$ cat config.mk
export PLATFORM = sky130hd
export DESIGN_NAME = stdp_update_engine
export DESIGN_NICKNAME = d
export VERILOG_FILES = /design/src/rtl/stdp_pkg.sv /design/src/rtl/stdp_delta_lut.sv /design/src/rtl/stdp_update_engine.sv
export SDC_FILE = /design/constraint.sdc
export NUM_CORES = 1
export LEC_CHECK = 0
export CAP_MARGIN = 20
export CORE_MARGIN = 2
export CORE_UTILIZATION = 35
export CTS_CLUSTER_DIAMETER = 60
export DETAILED_ROUTE_END_ITERATION = 6
export RECOVER_POWER = 50
export SETUP_SLACK_MARGIN = 0.4
export SYNTH_ARGS = -nofsm -noshare
export SYNTH_HDL_FRONTEND = slang
export SYNTH_SLANG_ARGS = --single-unit
$ cat constraint.sdc
create_clock -name clk -period 8 [get_ports clk]
set_input_delay 1.6 -clock clk [delete_from_list [all_inputs] [get_ports clk]]
set_output_delay 1.6 -clock clk [all_outputs]
set_load 0.005 [all_outputs]
$ cat src/rtl/stdp_pkg.sv
// Shared types and helpers for the STDP update engine.
//   state_e      : service FSM states
//   kind_e       : pairing kind (LTP = pre before post, LTD = post before pre)
//   sat_add/sub  : saturating weight arithmetic, one bit wider than SAT_W internally
//   *_DEF        : default amplitudes, decay and pairing window
package stdp_pkg;

    typedef enum logic [2:0] {
        ST_IDLE,
        ST_SEL,
        ST_RD,
        ST_CALC,
        ST_WR
    } state_e;

    typedef enum logic {
        KIND_LTP = 1'b0,
        KIND_LTD = 1'b1
    } kind_e;

    localparam int A_PLUS_DEF   = 16;
    localparam int A_MINUS_DEF  = 12;
    localparam int TAU_LOG2_DEF = 2;
    localparam int WIN_DEF      = 15;

    // Widest weight the helpers support; callers zero-extend narrower weights.
    localparam int SAT_W = 16;

    function automatic logic [SAT_W-1:0] sat_add(input logic [SAT_W-1:0] a,
                                                 input logic [SAT_W-1:0] b,
                                                 input logic [SAT_W-1:0] max_v);
        logic [SAT_W:0] sum;
        sum = {1'b0, a} + {1'b0, b};
        if (sum > {1'b0, max_v}) begin
            return max_v;
        end
        return sum[SAT_W-1:0];
    endfunction

    function automatic logic [SAT_W-1:0] sat_sub(input logic [SAT_W-1:0] a,
                                                 input logic [SAT_W-1:0] b);
        if (b > a) begin
            return '0;
        end
        return a - b;
    endfunction

endpackage

$ cat src/rtl/stdp_delta_lut.sv
// Shift-decay weight delta lookup (combinational).
//   kind : pairing kind (KIND_LTP / KIND_LTD)
//   dt   : spike distance in ticks
//   dw   : amplitude >> (dt >> TAU_LOG2), zero once the shift empties the value
module stdp_delta_lut
    import stdp_pkg::*;
#(
    parameter int A_PLUS   = A_PLUS_DEF,
    parameter int A_MINUS  = A_MINUS_DEF,
    parameter int TAU_LOG2 = TAU_LOG2_DEF,
    parameter int W_WIDTH  = 8,
    parameter int T_WIDTH  = 5
) (
    input  logic               kind,
    input  logic [T_WIDTH-1:0] dt,
    output logic [W_WIDTH-1:0] dw
);

    logic [31:0] amp;
    logic [31:0] sh;

    always_comb begin
        amp = (kind == KIND_LTD) ? 32'(A_MINUS) : 32'(A_PLUS);
        sh  = 32'(dt) >> TAU_LOG2;
        if (sh >= 32'(W_WIDTH + 8)) begin
            dw = '0;
        end else begin
            dw = W_WIDTH'(amp >> sh);
        end
    end

endmodule

$ cat src/rtl/stdp_update_engine.sv
// Pair-based STDP update engine for one neuron with N_PRE synapses.
// Tracks spike ages, queues LTP/LTD pairings per synapse and applies a
// saturating read-modify-write to the external weight memory.
//   clk, rst (async, active-low), kill (sync flush)
//   tick, pre_spike, post_spike : spike inputs, sampled only when tick=1
//   neuron_number               : upper memory address bits
//   mem_*                       : req/ack weight memory port
//   o_wait                      : busy (pending pairings or FSM active)
//   upd_valid/upd_idx/updated_weight : write-completion report
//   overrun                     : sticky, unserviced pairing was overwritten
//
// state   | meaning
// IDLE    | nothing in service
// SEL     | take lowest pending synapse, latch kind/dt/address
// RD      | read weight, wait for ack
// CALC    | compute saturated new weight
// WR      | write weight, wait for ack, report update
module stdp_update_engine
    import stdp_pkg::*;
#(
    parameter int N_PRE    = 8,
    parameter int W_WIDTH  = 8,
    parameter int T_WIDTH  = 5,
    parameter int NID_W    = 7,
    parameter int WIN      = WIN_DEF,
    parameter int A_PLUS   = A_PLUS_DEF,
    parameter int A_MINUS  = A_MINUS_DEF,
    parameter int TAU_LOG2 = TAU_LOG2_DEF,
    localparam int IDX_W   = $clog2(N_PRE)
) (
    input  logic                   clk,
    input  logic                   rst,
    input  logic                   kill,
    input  logic                   tick,
    input  logic [N_PRE-1:0]       pre_spike,
    input  logic                   post_spike,
    input  logic [NID_W-1:0]       neuron_number,
    output logic                   mem_req,
    output logic                   mem_we,
    output logic [NID_W+IDX_W-1:0] mem_addr,
    output logic [W_WIDTH-1:0]     mem_wdata,
    input  logic [W_WIDTH-1:0]     mem_rdata,
    input  logic                   mem_ack,
    output logic                   o_wait,
    output logic                   upd_valid,
    output logic [IDX_W-1:0]       upd_idx,
    output logic [W_WIDTH-1:0]     updated_weight,
    output logic                   overrun
);

    localparam logic [T_WIDTH-1:0] WIN_T = T_WIDTH'(WIN);
    localparam logic [W_WIDTH-1:0] W_MAX = '1;

    state_e                        state_q, state_d;
    logic [N_PRE-1:0][T_WIDTH-1:0] pre_age_q, pre_age_d;
    logic [T_WIDTH-1:0]            post_age_q, post_age_d;
    logic [N_PRE-1:0]              pend_q, pend_d;
    logic [N_PRE-1:0]              pkind_q, pkind_d;    // 1 = LTD
    logic [N_PRE-1:0][T_WIDTH-1:0] pdt_q, pdt_d;
    kind_e                         srv_kind_q, srv_kind_d;
    logic [T_WIDTH-1:0]            srv_dt_q, srv_dt_d;
    logic [IDX_W-1:0]              idx_q, idx_d;
    logic [NID_W+IDX_W-1:0]        addr_q, addr_d;
    logic [W_WIDTH-1:0]            rdata_q, rdata_d;
    logic [W_WIDTH-1:0]            wdata_q, wdata_d;
    logic [W_WIDTH-1:0]            upd_w_q, upd_w_d;
    logic [IDX_W-1:0]              upd_idx_q, upd_idx_d;
    logic                          upd_valid_q, upd_valid_d;
    logic                          overrun_q, overrun_d;

    logic [W_WIDTH-1:0] dw;
    logic               sel_hit;
    logic [IDX_W-1:0]   sel_idx;
    logic [T_WIDTH-1:0] post_inc;
    logic [T_WIDTH-1:0] pre_dt;
    logic               ltp_hit;
    logic               ltd_hit;

    function automatic logic [T_WIDTH-1:0] age_inc(input logic [T_WIDTH-1:0] a);
        return (a == '1) ? a : a + 1'b1;
    endfunction

    stdp_delta_lut #(
        .A_PLUS   (A_PLUS),
        .A_MINUS  (A_MINUS),
        .TAU_LOG2 (TAU_LOG2),
        .W_WIDTH  (W_WIDTH),
        .T_WIDTH  (T_WIDTH)
    ) u_lut (
        .kind (srv_kind_q),
        .dt   (srv_dt_q),
        .dw   (dw)
    );

    always_comb begin
        state_d     = state_q;
        pre_age_d   = pre_age_q;
        post_age_d  = post_age_q;
        pend_d      = pend_q;
        pkind_d     = pkind_q;
        pdt_d       = pdt_q;
        srv_kind_d  = srv_kind_q;
        srv_dt_d    = srv_dt_q;
        idx_d       = idx_q;
        addr_d      = addr_q;
        rdata_d     = rdata_q;
        wdata_d     = wdata_q;
        upd_w_d     = upd_w_q;
        upd_idx_d   = upd_idx_q;
        upd_valid_d = 1'b0;
        overrun_d   = overrun_q;
        sel_hit     = 1'b0;
        sel_idx     = '0;
        post_inc    = age_inc(post_age_q);
        pre_dt      = '0;
        ltp_hit     = 1'b0;
        ltd_hit     = 1'b0;

        for (int i = 0; i < N_PRE; i++) begin
            if (!sel_hit && pend_q[i]) begin
                sel_hit = 1'b1;
                sel_idx = IDX_W'(i);
            end
        end

        case (state_q)
            ST_IDLE: begin
                if (|pend_q) begin
                    state_d = ST_SEL;
                end
            end
            ST_SEL: begin
                if (sel_hit) begin
                    pend_d[sel_idx] = 1'b0;
                    idx_d           = sel_idx;
                    addr_d          = {neuron_number, sel_idx};
                    srv_kind_d      = pkind_q[sel_idx] ? KIND_LTD : KIND_LTP;
                    srv_dt_d        = pdt_q[sel_idx];
                    state_d         = ST_RD;
                end else begin
                    state_d = ST_IDLE;
                end
            end
            ST_RD: begin
                if (mem_ack) begin
                    rdata_d = mem_rdata;
                    state_d = ST_CALC;
                end
            end
            ST_CALC: begin
                if (srv_kind_q == KIND_LTP) begin
                    wdata_d = W_WIDTH'(sat_add(SAT_W'(rdata_q), SAT_W'(dw), SAT_W'(W_MAX)));
                end else begin
                    wdata_d = W_WIDTH'(sat_sub(SAT_W'(rdata_q), SAT_W'(dw)));
                end
                state_d = ST_WR;
            end
            ST_WR: begin
                if (mem_ack) begin
                    upd_valid_d = 1'b1;
                    upd_idx_d   = idx_q;
                    upd_w_d     = wdata_q;
                    state_d     = (|pend_q) ? ST_SEL : ST_IDLE;
                end
            end
            default: state_d = ST_IDLE;
        endcase

        // Pairing capture runs after service selection so that an event on the
        // synapse being selected this cycle re-arms its pending bit.
        if (tick) begin
            for (int i = 0; i < N_PRE; i++) begin
                pre_dt  = pre_spike[i] ? '0 : age_inc(pre_age_q[i]);
                ltp_hit = post_spike && (pre_dt <= WIN_T);
                ltd_hit = pre_spike[i] && !post_spike && (post_inc <= WIN_T);
                if (ltp_hit || ltd_hit) begin
                    // A bit leaving for service this cycle is not an overrun.
                    if (pend_q[i] && !(state_q == ST_SEL && sel_idx == IDX_W'(i))) begin
                        overrun_d = 1'b1;
                    end
                    pend_d[i]  = 1'b1;
                    pkind_d[i] = ltd_hit;
                    pdt_d[i]   = ltp_hit ? pre_dt : post_inc;
                end
                pre_age_d[i] = pre_spike[i] ? '0 : age_inc(pre_age_q[i]);
            end
            post_age_d = post_spike ? '0 : post_inc;
        end

        if (kill) begin
            state_d     = ST_IDLE;
            pend_d      = '0;
            overrun_d   = 1'b0;
            pre_age_d   = '1;
            post_age_d  = '1;
            upd_valid_d = 1'b0;
        end
    end

    always_ff @(posedge clk or negedge rst) begin
        if (!rst) begin
            state_q     <= ST_IDLE;
            pre_age_q   <= '1;
            post_age_q  <= '1;
            pend_q      <= '0;
            pkind_q     <= '0;
            pdt_q       <= '0;
            srv_kind_q  <= KIND_LTP;
            srv_dt_q    <= '0;
            idx_q       <= '0;
            addr_q      <= '0;
            rdata_q     <= '0;
            wdata_q     <= '0;
            upd_w_q     <= '0;
            upd_idx_q   <= '0;
            upd_valid_q <= 1'b0;
            overrun_q   <= 1'b0;
        end else begin
            state_q     <= state_d;
            pre_age_q   <= pre_age_d;
            post_age_q  <= post_age_d;
            pend_q      <= pend_d;
            pkind_q     <= pkind_d;
            pdt_q       <= pdt_d;
            srv_kind_q  <= srv_kind_d;
            srv_dt_q    <= srv_dt_d;
            idx_q       <= idx_d;
            addr_q      <= addr_d;
            rdata_q     <= rdata_d;
            wdata_q     <= wdata_d;
            upd_w_q     <= upd_w_d;
            upd_idx_q   <= upd_idx_d;
            upd_valid_q <= upd_valid_d;
            overrun_q   <= overrun_d;
        end
    end

    assign mem_req        = (state_q == ST_RD) || (state_q == ST_WR);
    assign mem_we         = (state_q == ST_WR);
    assign mem_addr       = addr_q;
    assign mem_wdata      = wdata_q;
    assign o_wait         = (|pend_q) || (state_q != ST_IDLE);
    assign upd_valid      = upd_valid_q;
    assign upd_idx        = upd_idx_q;
    assign updated_weight = upd_w_q;
    assign overrun        = overrun_q;

endmodule

==> results.toml, run 1 <==
[clock_network]
clock_slew_at_reported_path_ffs_ps = 60
cts.sinks = 131
post-cts-setup-buffer-count = 0
cts_buffers = 17
tritoncts = "yes"
clock_insertion_delay_worst_skew_ps = 430
h_tree_levels = 4
ctsLongestPathBuffers = 2
count_of_hold_buffers_inserted_by_post_cts_repair = 0
clk_root_buffer_cell = "sky130_fd_sc_hd__clkbuf_16"
cts-resized-gates = 0

[run_status]
outcome = "finished, violations left"
failed_checks = "max-capacitance violations, max-slew violations"

[yosys]
syn-mean-instance-area_um2 = 9.680
synth_seq_area_share = 0.4581
yosysMostFrequentCell = "sky130_fd_sc_hd__dfrtp_1"
ys_seq_elements = 131
ys_top_cells_by_area = "sky130_fd_sc_hd__dfrtp_1 (30%), sky130_fd_sc_hd__dfstp_2 (16%), sky130_fd_sc_hd__a21oi_1 (5.8%), sky130_fd_sc_hd__mux2_2 (4.6%), sky130_fd_sc_hd__mux2i_1 (4.3%)"
ys.warnings.count = 0
ys_top_cells_by_count = "sky130_fd_sc_hd__dfrtp_1 (86), sky130_fd_sc_hd__a21oi_1 (84), sky130_fd_sc_hd__nand2_1 (72)"
synth_cells = 752
post_synth_net_total = 804
most_common_flop_cell_mapped_by_yosys = "sky130_fd_sc_hd__dfrtp_1"
ys_types = 68
synth_async_sr_flop_share = 1.000
synth_largest_type_area_fraction = 0.2956
synth_largest_area_cell = "sky130_fd_sc_hd__dfrtp_1"
synth.cell_area_um2 = 7279
synth_enable_flop_cells = 0

[setup_path]
critical_path_arrival_ps = 5490
wp_data_required_ps = 8360
crit_path_max_incr_delay_ps = 1970
critical_path.slowest_cell = "sky130_fd_sc_hd__clkbuf_1"
path_common_cell = "sky130_fd_sc_hd__a21oi_1"
crit_chain = "buf_2 > clkbuf_1 > inv_2 > a21oi_1 > nor2_1 > a21oi_1"
worst-setup-path-type = "in -> reg"
kind_of_end_point_of_the_critical_path = "flip-flop"
critical_path_peak_fanout = 61
timing.critical_path.from_type = "input port"

[routing]
drt_first_iter_violations = 286
detail_route.wl_per_cell_um = 15.67
drt.antenna.violating_nets = 0
vias = 5874
drt_first_pass_iters = 5
drcViolationCount = 0
finalWirelength_mm = 17.06
via_per_inst = 5.394

[placed_design]
detailedPlace.worstSlack_ps = 4257
hpwl_mm = 11.66
dpl_cell_area_um2 = 8094
port_buffers = 62
gpl.final_weighted_congestion = 0.8439

[floorplan]
dieWidth_um = 148.2
floorplan.die.height_um = 148.2
floorplan.rows = 52
io_pins = 63
initial_utilization = 0.3586
fp.dieArea_um2 = 21970
core_um2 = 20300

[sta]
setup-tns-final_ps = 0
postLayoutSetupSlackWorst_ps = 2864
final_hold_viol_count = 0
fmax_mhz = 194.7
setup_violators_final = 0
fin_skew_ps = 17.73
timing.slew.headroom = -0.8619
transition_time_at_the_pin_with_the_least_slew_margin_ps = 2793
unrepaired_setup_endpoints_after_global_routing = "false"
final_min_period_over_clock_period = 0.6420
period_needed_ps = 5136
final_max_slew_viol_count = 183

[pwr]
leakagePower_nw = 3.686
irDropWorstVdd_mv = 0.1769
p_per_area_nw_per_um2 = 311.9

[global_routing]
grt.total_usage = 0.1617
vias_in_the_first_global_route = 5444
overflow = 0
grt_pass1_wl_mm = 28.48
antenna_violations_before_repair = 0
grt_start_max_net_pins = 62

[finish]
area_growth_syn_to_layout_pct = 18.84
final_cell_area_um2 = 8651
final_layout_size_suffix_gt1_frac = 0.1600
num_antenna_cells = 0
finalNetCount = 858

[flow_run]
max_cap_violations = 4

[hold_path]
min-delay-path-class = "reg -> reg"
## per-layer routing
layer | part of all wire | global-route usage | vias up | wire length (um)
li1 | - | - | 2826 | -
met1 | 0.50 | 0.2371 | 2848 | 8478
met2 | 0.43 | 0.2331 | 174 | 7301
met3 | 0.054 | 0.03497 | 26 | 928
met4 | 0.021 | 0.06143 | 0 | 352
met5 | 0 | 0 | - | 0
## state kept, by name (all words and copies together) (netlist names), 3 cells and up
register,flops
mem_wdata,8
mem_addr,8
post_age_q,5
pdt_q,24
updated_weight,8
state_q,3
upd_idx,3
srv_dt_q,3
pre_age_q,40
rdata_q,8
pkind_q,8
pend_q,8
## area by class of cell
| class | count | area [um2] |
|---|---|---|
| clock buffer | 20 | 466.7 |
| clock inverter | 12 | 107.6 |
| fill | 1993 | 11650 |
| inverter | 15 | 56.30 |
| multi-input combinational | 574 | 3722 |
| sequential | 131 | 3334 |
| tap | 270 | 337.8 |
| timing repair buffer | 67 | 625.6 |
## power by group
group / switching (W) / internal [W] / leakage [nW] / total [W]
clock: 0.000299 / 0.000450 / 0.266 / 0.000749
combinational: 0.000470 / 0.000495 / 1.86 / 0.000965
sequential: 0.000151 / 0.000832 / 1.56 / 0.000984
## final timing paths
check | start | endpoint | slack [ps] | cells after the start
hold reg to reg | pdt_q[19] | pdt_q[19] | 480 | 1
setup reg to reg | srv_kind_q | mem_wdata[3] | 4230 | 11
min in group asynchronous | rst | rdata_q[7] | 1870 | 1
setup / recovery | tick | pdt_q[27] | 2860 | 6
max in group asynchronous | rst | mem_addr[6] | 3270 | 2
hold / removal | pdt_q[19] | pdt_q[19] | 480 | 1
## per-stage QoR
step / instances / hold WS, ps / utilization / total power (W)
2_1_floorplan: 752 / 449.2 / - / 0.001624
3_3_place_gp: 1056 / 461.6 / 0.3987 / 0.001944
3_5_place_dp: 1056 / 473.4 / 0.3987 / 0.001957
4_1_cts: 1088 / 486.7 / 0.4270 / 0.002722
5_1_grt: 1089 / 498.5 / 0.4262 / 0.002880
6_report: 1089 / 483.8 / 0.4262 / 0.002698
## cell families after synthesis
logic type      count (synthesis)  synth area share
compound gates                228            0.1951
xor+xnor                       14           0.01684
fa+ha+maj                      23           0.04159
buf+inv                        47           0.02991
flops                         131            0.4581
mux                            61           0.08903
simple gates                  248            0.1695
## cell usage in the layout, fill, tap and decap left out, drive strengths merged, types with 14 or more instances in the layout
| cell type | instances |
|---|---|
| dfrtp | 86 |
| mux2 | 30 |
| or2 | 14 |
| o21ai | 56 |
| clkbuf | 26 |
| clkdlybuf4s50 | 59 |
| mux2i | 31 |
| nor3 | 16 |
| inv | 14 |
| nor2 | 60 |
| ha | 21 |
| nand3 | 15 |
| a21oi | 85 |
| and3 | 19 |
| dfstp | 45 |
| nand2 | 73 |
| nor2b | 16 |
## critical path: cells and delay by family
family / cells / cell delay (ps)
compound gates: 2 / 750
buf+inv: 3 / 3040
simple gates: 1 / 90
No activity file was read; power rests on OpenSTA's default activity.
==> run 2, diff against run 1 <==
- clock period: 8 -> 5.35 ns (I/O delays scaled with it)
==> results.toml, run 2 (synthesized netlist as in run 1, its figures left out) <==
[run_status]
outcome = "finished, violations left"
failed_checks = "max-capacitance violations, max-slew violations"

[finish]
largest_reg_flops = 40
finalNetCount = 858
area_growth_syn_to_layout_pct = 19.18
final_layout_size_suffix_gt1_frac = 0.1624
final_cell_area_um2 = 8676
layout_common_cells = "sky130_fd_sc_hd__dfrtp_1 (86), sky130_fd_sc_hd__a21oi_1 (84), sky130_fd_sc_hd__nand2_1 (72)"
commonest_non_fill_non_tap_cell_in_the_layout = "sky130_fd_sc_hd__dfrtp_1"
reg_top3 = "pre_age_q: 40 flops, pdt_q: 24 flops"
num_antenna_cells = 0
largest-register = "pre_age_q"
layout.cells.non_filler = 1089

[global_routing]
antenna_violations_before_repair = 0
grt_pass1_wl_mm = 28.72
grt.total_usage = 0.1627
vias_in_the_first_global_route = 5526
overflow = 0
grt_start_max_net_pins = 59

[routing]
drt.antenna.violating_nets = 0
drt_first_pass_iters = 5
via_per_inst = 5.205
detail_route.wl_per_cell_um = 15.49
drcViolationCount = 0
drt_first_iter_violations = 337
finalWirelength_mm = 16.87
vias = 5668

[setup_path]
crit_path_max_incr_delay_ps = 690
critical_path_buf_inv_count = 1
worst-setup-path-type = "reg -> reg"
crit_chain = "clkinv_1 > ha_1 > mux2i_1 > or2_2 > fa_1 > a21o_1 > a21oi_2 > nand3b_1 > nor3b_1 > o32a_1 > o22a_1"
cpLargestDelayFamily = "compound AO/OA/AOI/OAI gates"
timing.critical_path.from_type = "flip-flop"
kind_of_end_point_of_the_critical_path = "flip-flop"
critical_path_peak_fanout = 19
critical_path_arrival_ps = 4090
wp_data_required_ps = 5660
critical_path.slowest_cell = "sky130_fd_sc_hd__dfrtp_1"

[sta]
transition_time_at_the_pin_with_the_least_slew_margin_ps = 2523
unrepaired_setup_endpoints_after_global_routing = "false"
timing.slew.headroom = -0.6818
final_max_slew_viol_count = 48
final_hold_viol_count = 0
postLayoutSetupSlackWorst_ps = 1567
fin_skew_ps = 4.893
setup-tns-final_ps = 0
fmax_mhz = 264.3
final_min_period_over_clock_period = 0.7071
period_needed_ps = 3783
setup_violators_final = 0

[floorplan]
dieWidth_um = 148.2
initial_utilization = 0.3586
io_pins = 63
floorplan.rows = 52
fp.dieArea_um2 = 21970
floorplan.die.height_um = 148.2
core_um2 = 20300

[pwr]
irDropWorstVdd_mv = 0.2387
leakagePower_nw = 3.727
net-switching-power_w = 0.001361
clk_network_pwr_share = 0.284
power.combinational.fraction = 0.354
intPower_w = 0.002714
power.total_w = 0.004075
p_per_area_nw_per_um2 = 469.7
seq_power_share = 0.362
power.share.switching = 0.3339

[clock_network]
post-cts-setup-buffer-count = 0
ctsLongestPathBuffers = 2
cts_buffers = 17
clk_root_buffer_cell = "sky130_fd_sc_hd__clkbuf_16"
h_tree_levels = 4
tritoncts = "yes"
clock_insertion_delay_worst_skew_ps = 420
cts-resized-gates = 0
count_of_hold_buffers_inserted_by_post_cts_repair = 0
clock_slew_at_reported_path_ffs_ps = 60
cts.sinks = 131

[placed_design]
detailedPlace.worstSlack_ps = 1620
gpl.final_weighted_congestion = 0.8624
port_buffers = 62
dpl_cell_area_um2 = 8102
dp.cells = 1057
hpwl_mm = 11.69

[hold_path]
min-delay-path-class = "reg -> reg"

[flow_run]
max_cap_violations = 1
[run 2: power by group through the flow]
stage | Combinational, W | Clock, W | Sequential (W)
2_1_floorplan | 0.00103 | 0 | 0.00140
3_3_place_gp | 0.00143 | 0 | 0.00148
3_5_place_dp | 0.00145 | 0 | 0.00149
4_1_cts | 0.00145 | 0.00119 | 0.00147
5_1_grt | 0.00161 | 0.00124 | 0.00151
6_report | 0.00144 | 0.00116 | 0.00147
[run 2: worst min-delay path, delay by kind of cell, from the launching register on]
family	cells	cell delay (ps)
compound gates	1	60
flops	1	340
simple gates	1	50
[run 2: metrics by stage]
step | hold WS [ps] | util
after floorplan | 449.2 | -
after global placement | 468.2 | 0.3991
after detailed placement | 470.8 | 0.3991
after CTS | 488.1 | 0.4281
after global routing | 499.3 | 0.4274
final | 487.9 | 0.4274
[run 2: area by class of cell]
type / instances / area [um2]
clock buffers: 22 / 484.2
flip-flops and latches: 131 / 3334
multi-input cells: 574 / 3722
repair buffers: 67 / 635.6
fillers: 1979 / 11620
inverters: 15 / 56.30
clock inverters: 10 / 105.1
well taps: 270 / 337.8
[run 2: final timing paths]
kind / startpoint / endpoint / slack, ps / cells past startpoint
min in group asynchronous: rst / rdata_q[7] / 1430 / 1
setup reg to reg: srv_kind_q / mem_wdata[3] / 1570 / 11
max in group asynchronous: rst / pkind_q[3] / 1680 / 2
hold / removal: pdt_q[22] / pdt_q[22] / 490 / 2
setup / recovery: srv_kind_q / mem_wdata[3] / 1570 / 11
hold reg to reg: pdt_q[22] / pdt_q[22] / 490 / 2
[run 2: layer usage]
layer  global-route usage  routed length (um)
met5                    0                   0
met4              0.04381                 195
met3              0.03926                 640
met2               0.2405                7228
met1               0.2384                8806
==> run 3, diff against run 2 <==
- clock period: 5.35 -> 3 ns (I/O delays scaled with it)
==> results.toml, run 3 (synthesized netlist as in run 1, its figures left out) <==
[sta]
setup_violators_final = 0
period_needed_ps = 2726
timing.slew.headroom = 0.2078
setup-tns-final_ps = 0
final_hold_viol_count = 0
unrepaired_setup_endpoints_after_global_routing = "true"
postLayoutSetupSlackWorst_ps = 274.0
final_min_period_over_clock_period = 0.9087
fmax_mhz = 366.8
fin_skew_ps = 7.741
final_max_slew_viol_count = 0
transition_time_at_the_pin_with_the_least_slew_margin_ps = 1188

[global_routing]
vias_in_the_first_global_route = 5965
antenna_violations_before_repair = 0
overflow = 0
grt_start_max_net_pins = 54
grt.total_usage = 0.1697
grt_pass1_wl_mm = 30.06

[pwr]
p_per_area_nw_per_um2 = 853.0
clk_network_pwr_share = 0.275
power.share.switching = 0.3339
leakagePower_nw = 3.917
power.combinational.fraction = 0.390
seq_power_share = 0.335
power.total_w = 0.007804
irDropWorstVdd_mv = 0.3682
intPower_w = 0.005198
net-switching-power_w = 0.002605

[routing]
finalWirelength_mm = 17.81
drcViolationCount = 0
vias = 5948
drt.antenna.violating_nets = 0
detail_route.wl_per_cell_um = 15.79
via_per_inst = 5.273
drt_first_iter_violations = 335
drt_first_pass_iters = 6

[finish]
multi_input_comb_area_um2 = 3857
area_growth_syn_to_layout_pct = 25.68
reg_top3 = "pre_age_q: 40 flops, pdt_q: 24 flops"
num_antenna_cells = 0
largest-register = "pre_age_q"
finalNetCount = 897
layout_common_cells = "sky130_fd_sc_hd__a21oi_1 (83), sky130_fd_sc_hd__dfrtp_1 (83), sky130_fd_sc_hd__nand2_1 (71)"
final_cell_area_um2 = 9149
final_layout_fill_cell_count = 1950
final_layout_size_suffix_gt1_frac = 0.2214
regArea_um2 = 3338
final_core_util = 0.4507
largest_reg_flops = 40

[setup_path]
critical_path_peak_fanout = 3
critical_path_arrival_ps = 3040
path_depth = 13
critical_path.slowest_cell = "sky130_fd_sc_hd__dfrtp_2"
wp_data_required_ps = 3310
cpLargestDelayFamily = "compound AO/OA/AOI/OAI gates"
crit_chain = "clkinv_8 > ha_4 > nand2_2 > o22ai_2 > ha_2 > inv_2 > fa_2 > a21o_1 > a21oi_2 > nand3b_1 > nor3b_2 > o32a_1 > o22a_1"
critical_path_buf_inv_count = 2
worstRegToRegCells = 13
worst-setup-path-type = "reg -> reg"
kind_of_end_point_of_the_critical_path = "flip-flop"
timing.critical_path.from_type = "flip-flop"
crit_path_max_incr_delay_ps = 460

[floorplan]
floorplan.die.height_um = 148.2
io_pins = 63
initial_utilization = 0.3586
floorplan.rows = 52
dieWidth_um = 148.2
fp.dieArea_um2 = 21970
core_um2 = 20300

[clock_network]
ctsLongestPathBuffers = 2
tritoncts = "yes"
count_of_hold_buffers_inserted_by_post_cts_repair = 0
cts.sinks = 131
h_tree_levels = 4
cts_buffers = 17
clk_root_buffer_cell = "sky130_fd_sc_hd__clkbuf_16"
clock_insertion_delay_worst_skew_ps = 430
clock_slew_at_reported_path_ffs_ps = 60

[hold_path]
min-delay-path-class = "in -> async"

[placed_design]
port_buffers = 62
gpl.final_weighted_congestion = 0.8700
hpwl_mm = 12.31
dpl_cell_area_um2 = 8318
detailedPlace.worstSlack_ps = 190.9

[run_status]
outcome = "finished clean"

[flow_run]
max_cap_violations = 0
## run 3: changes by cell type in the layout (fill, tap and decap cells not counted), sizes merged
cell	change
clkdlybuf4s50	+2
bufinv	+1
dlygate4sd3	-3
clkbuf	-1
buf	+40
## run 3: metrics by stage
stage,hold WS (ps),std cells
2_1_floorplan,304.4,752
3_3_place_gp,461.7,1078
3_5_place_dp,474.4,1078
4_1_cts,199.8,1119
5_1_grt,505.7,1128
6_report,412.6,1128
## run 3: area by class of cell
class / count / area share
inverter: 15 / 0.007795
clock buffer: 21 / 0.05142
timing repair buffer: 106 / 0.1028
multi-input combinational: 574 / 0.4216
tap: 270 / 0.03693
sequential: 131 / 0.3649
clock inverter: 11 / 0.01450
## run 3: repair_timing
item / CTS / global route
endpoints found under the hold margin: 0 / 0
setup buffers: 9 / 9
gates resized for setup: 15 / 21
pin swaps: 12 / 5
endpoints found under the setup margin: 9 / 10
## run 3: power groups by stage
| stage | clock network, W | registers, W | logic, W |
|---|---|---|---|
| finish | 0.00215 | 0.00261 | 0.00304 |
| floorplan | 0 | 0.00250 | 0.00190 |
| global route | 0.00228 | 0.00268 | 0.00336 |
| CTS | 0.00219 | 0.00261 | 0.00291 |
| detailed placement | 0 | 0.00263 | 0.00276 |
| global placement | 0 | 0.00262 | 0.00274 |
## run 3: routing by layer
metal  vias up  track usage  part of all wire
met5         -            0                 0
met4         0      0.04905             0.011
met3        16      0.03558             0.041
met2       140       0.2623              0.45
met1      2902       0.2410              0.50
li1       2890            -                 -
## run 3: final timing paths
check,from,to,slack (ps)
setup / recovery,srv_kind_q,mem_wdata[3],270
hold / removal,rst,rdata_q[6],410
setup reg to reg,srv_kind_q,mem_wdata[3],270
hold reg to reg,pdt_q[32],pdt_q[32],480
max in group asynchronous,rst,pdt_q[28],1220
min in group clk,pdt_q[32],pdt_q[32],480
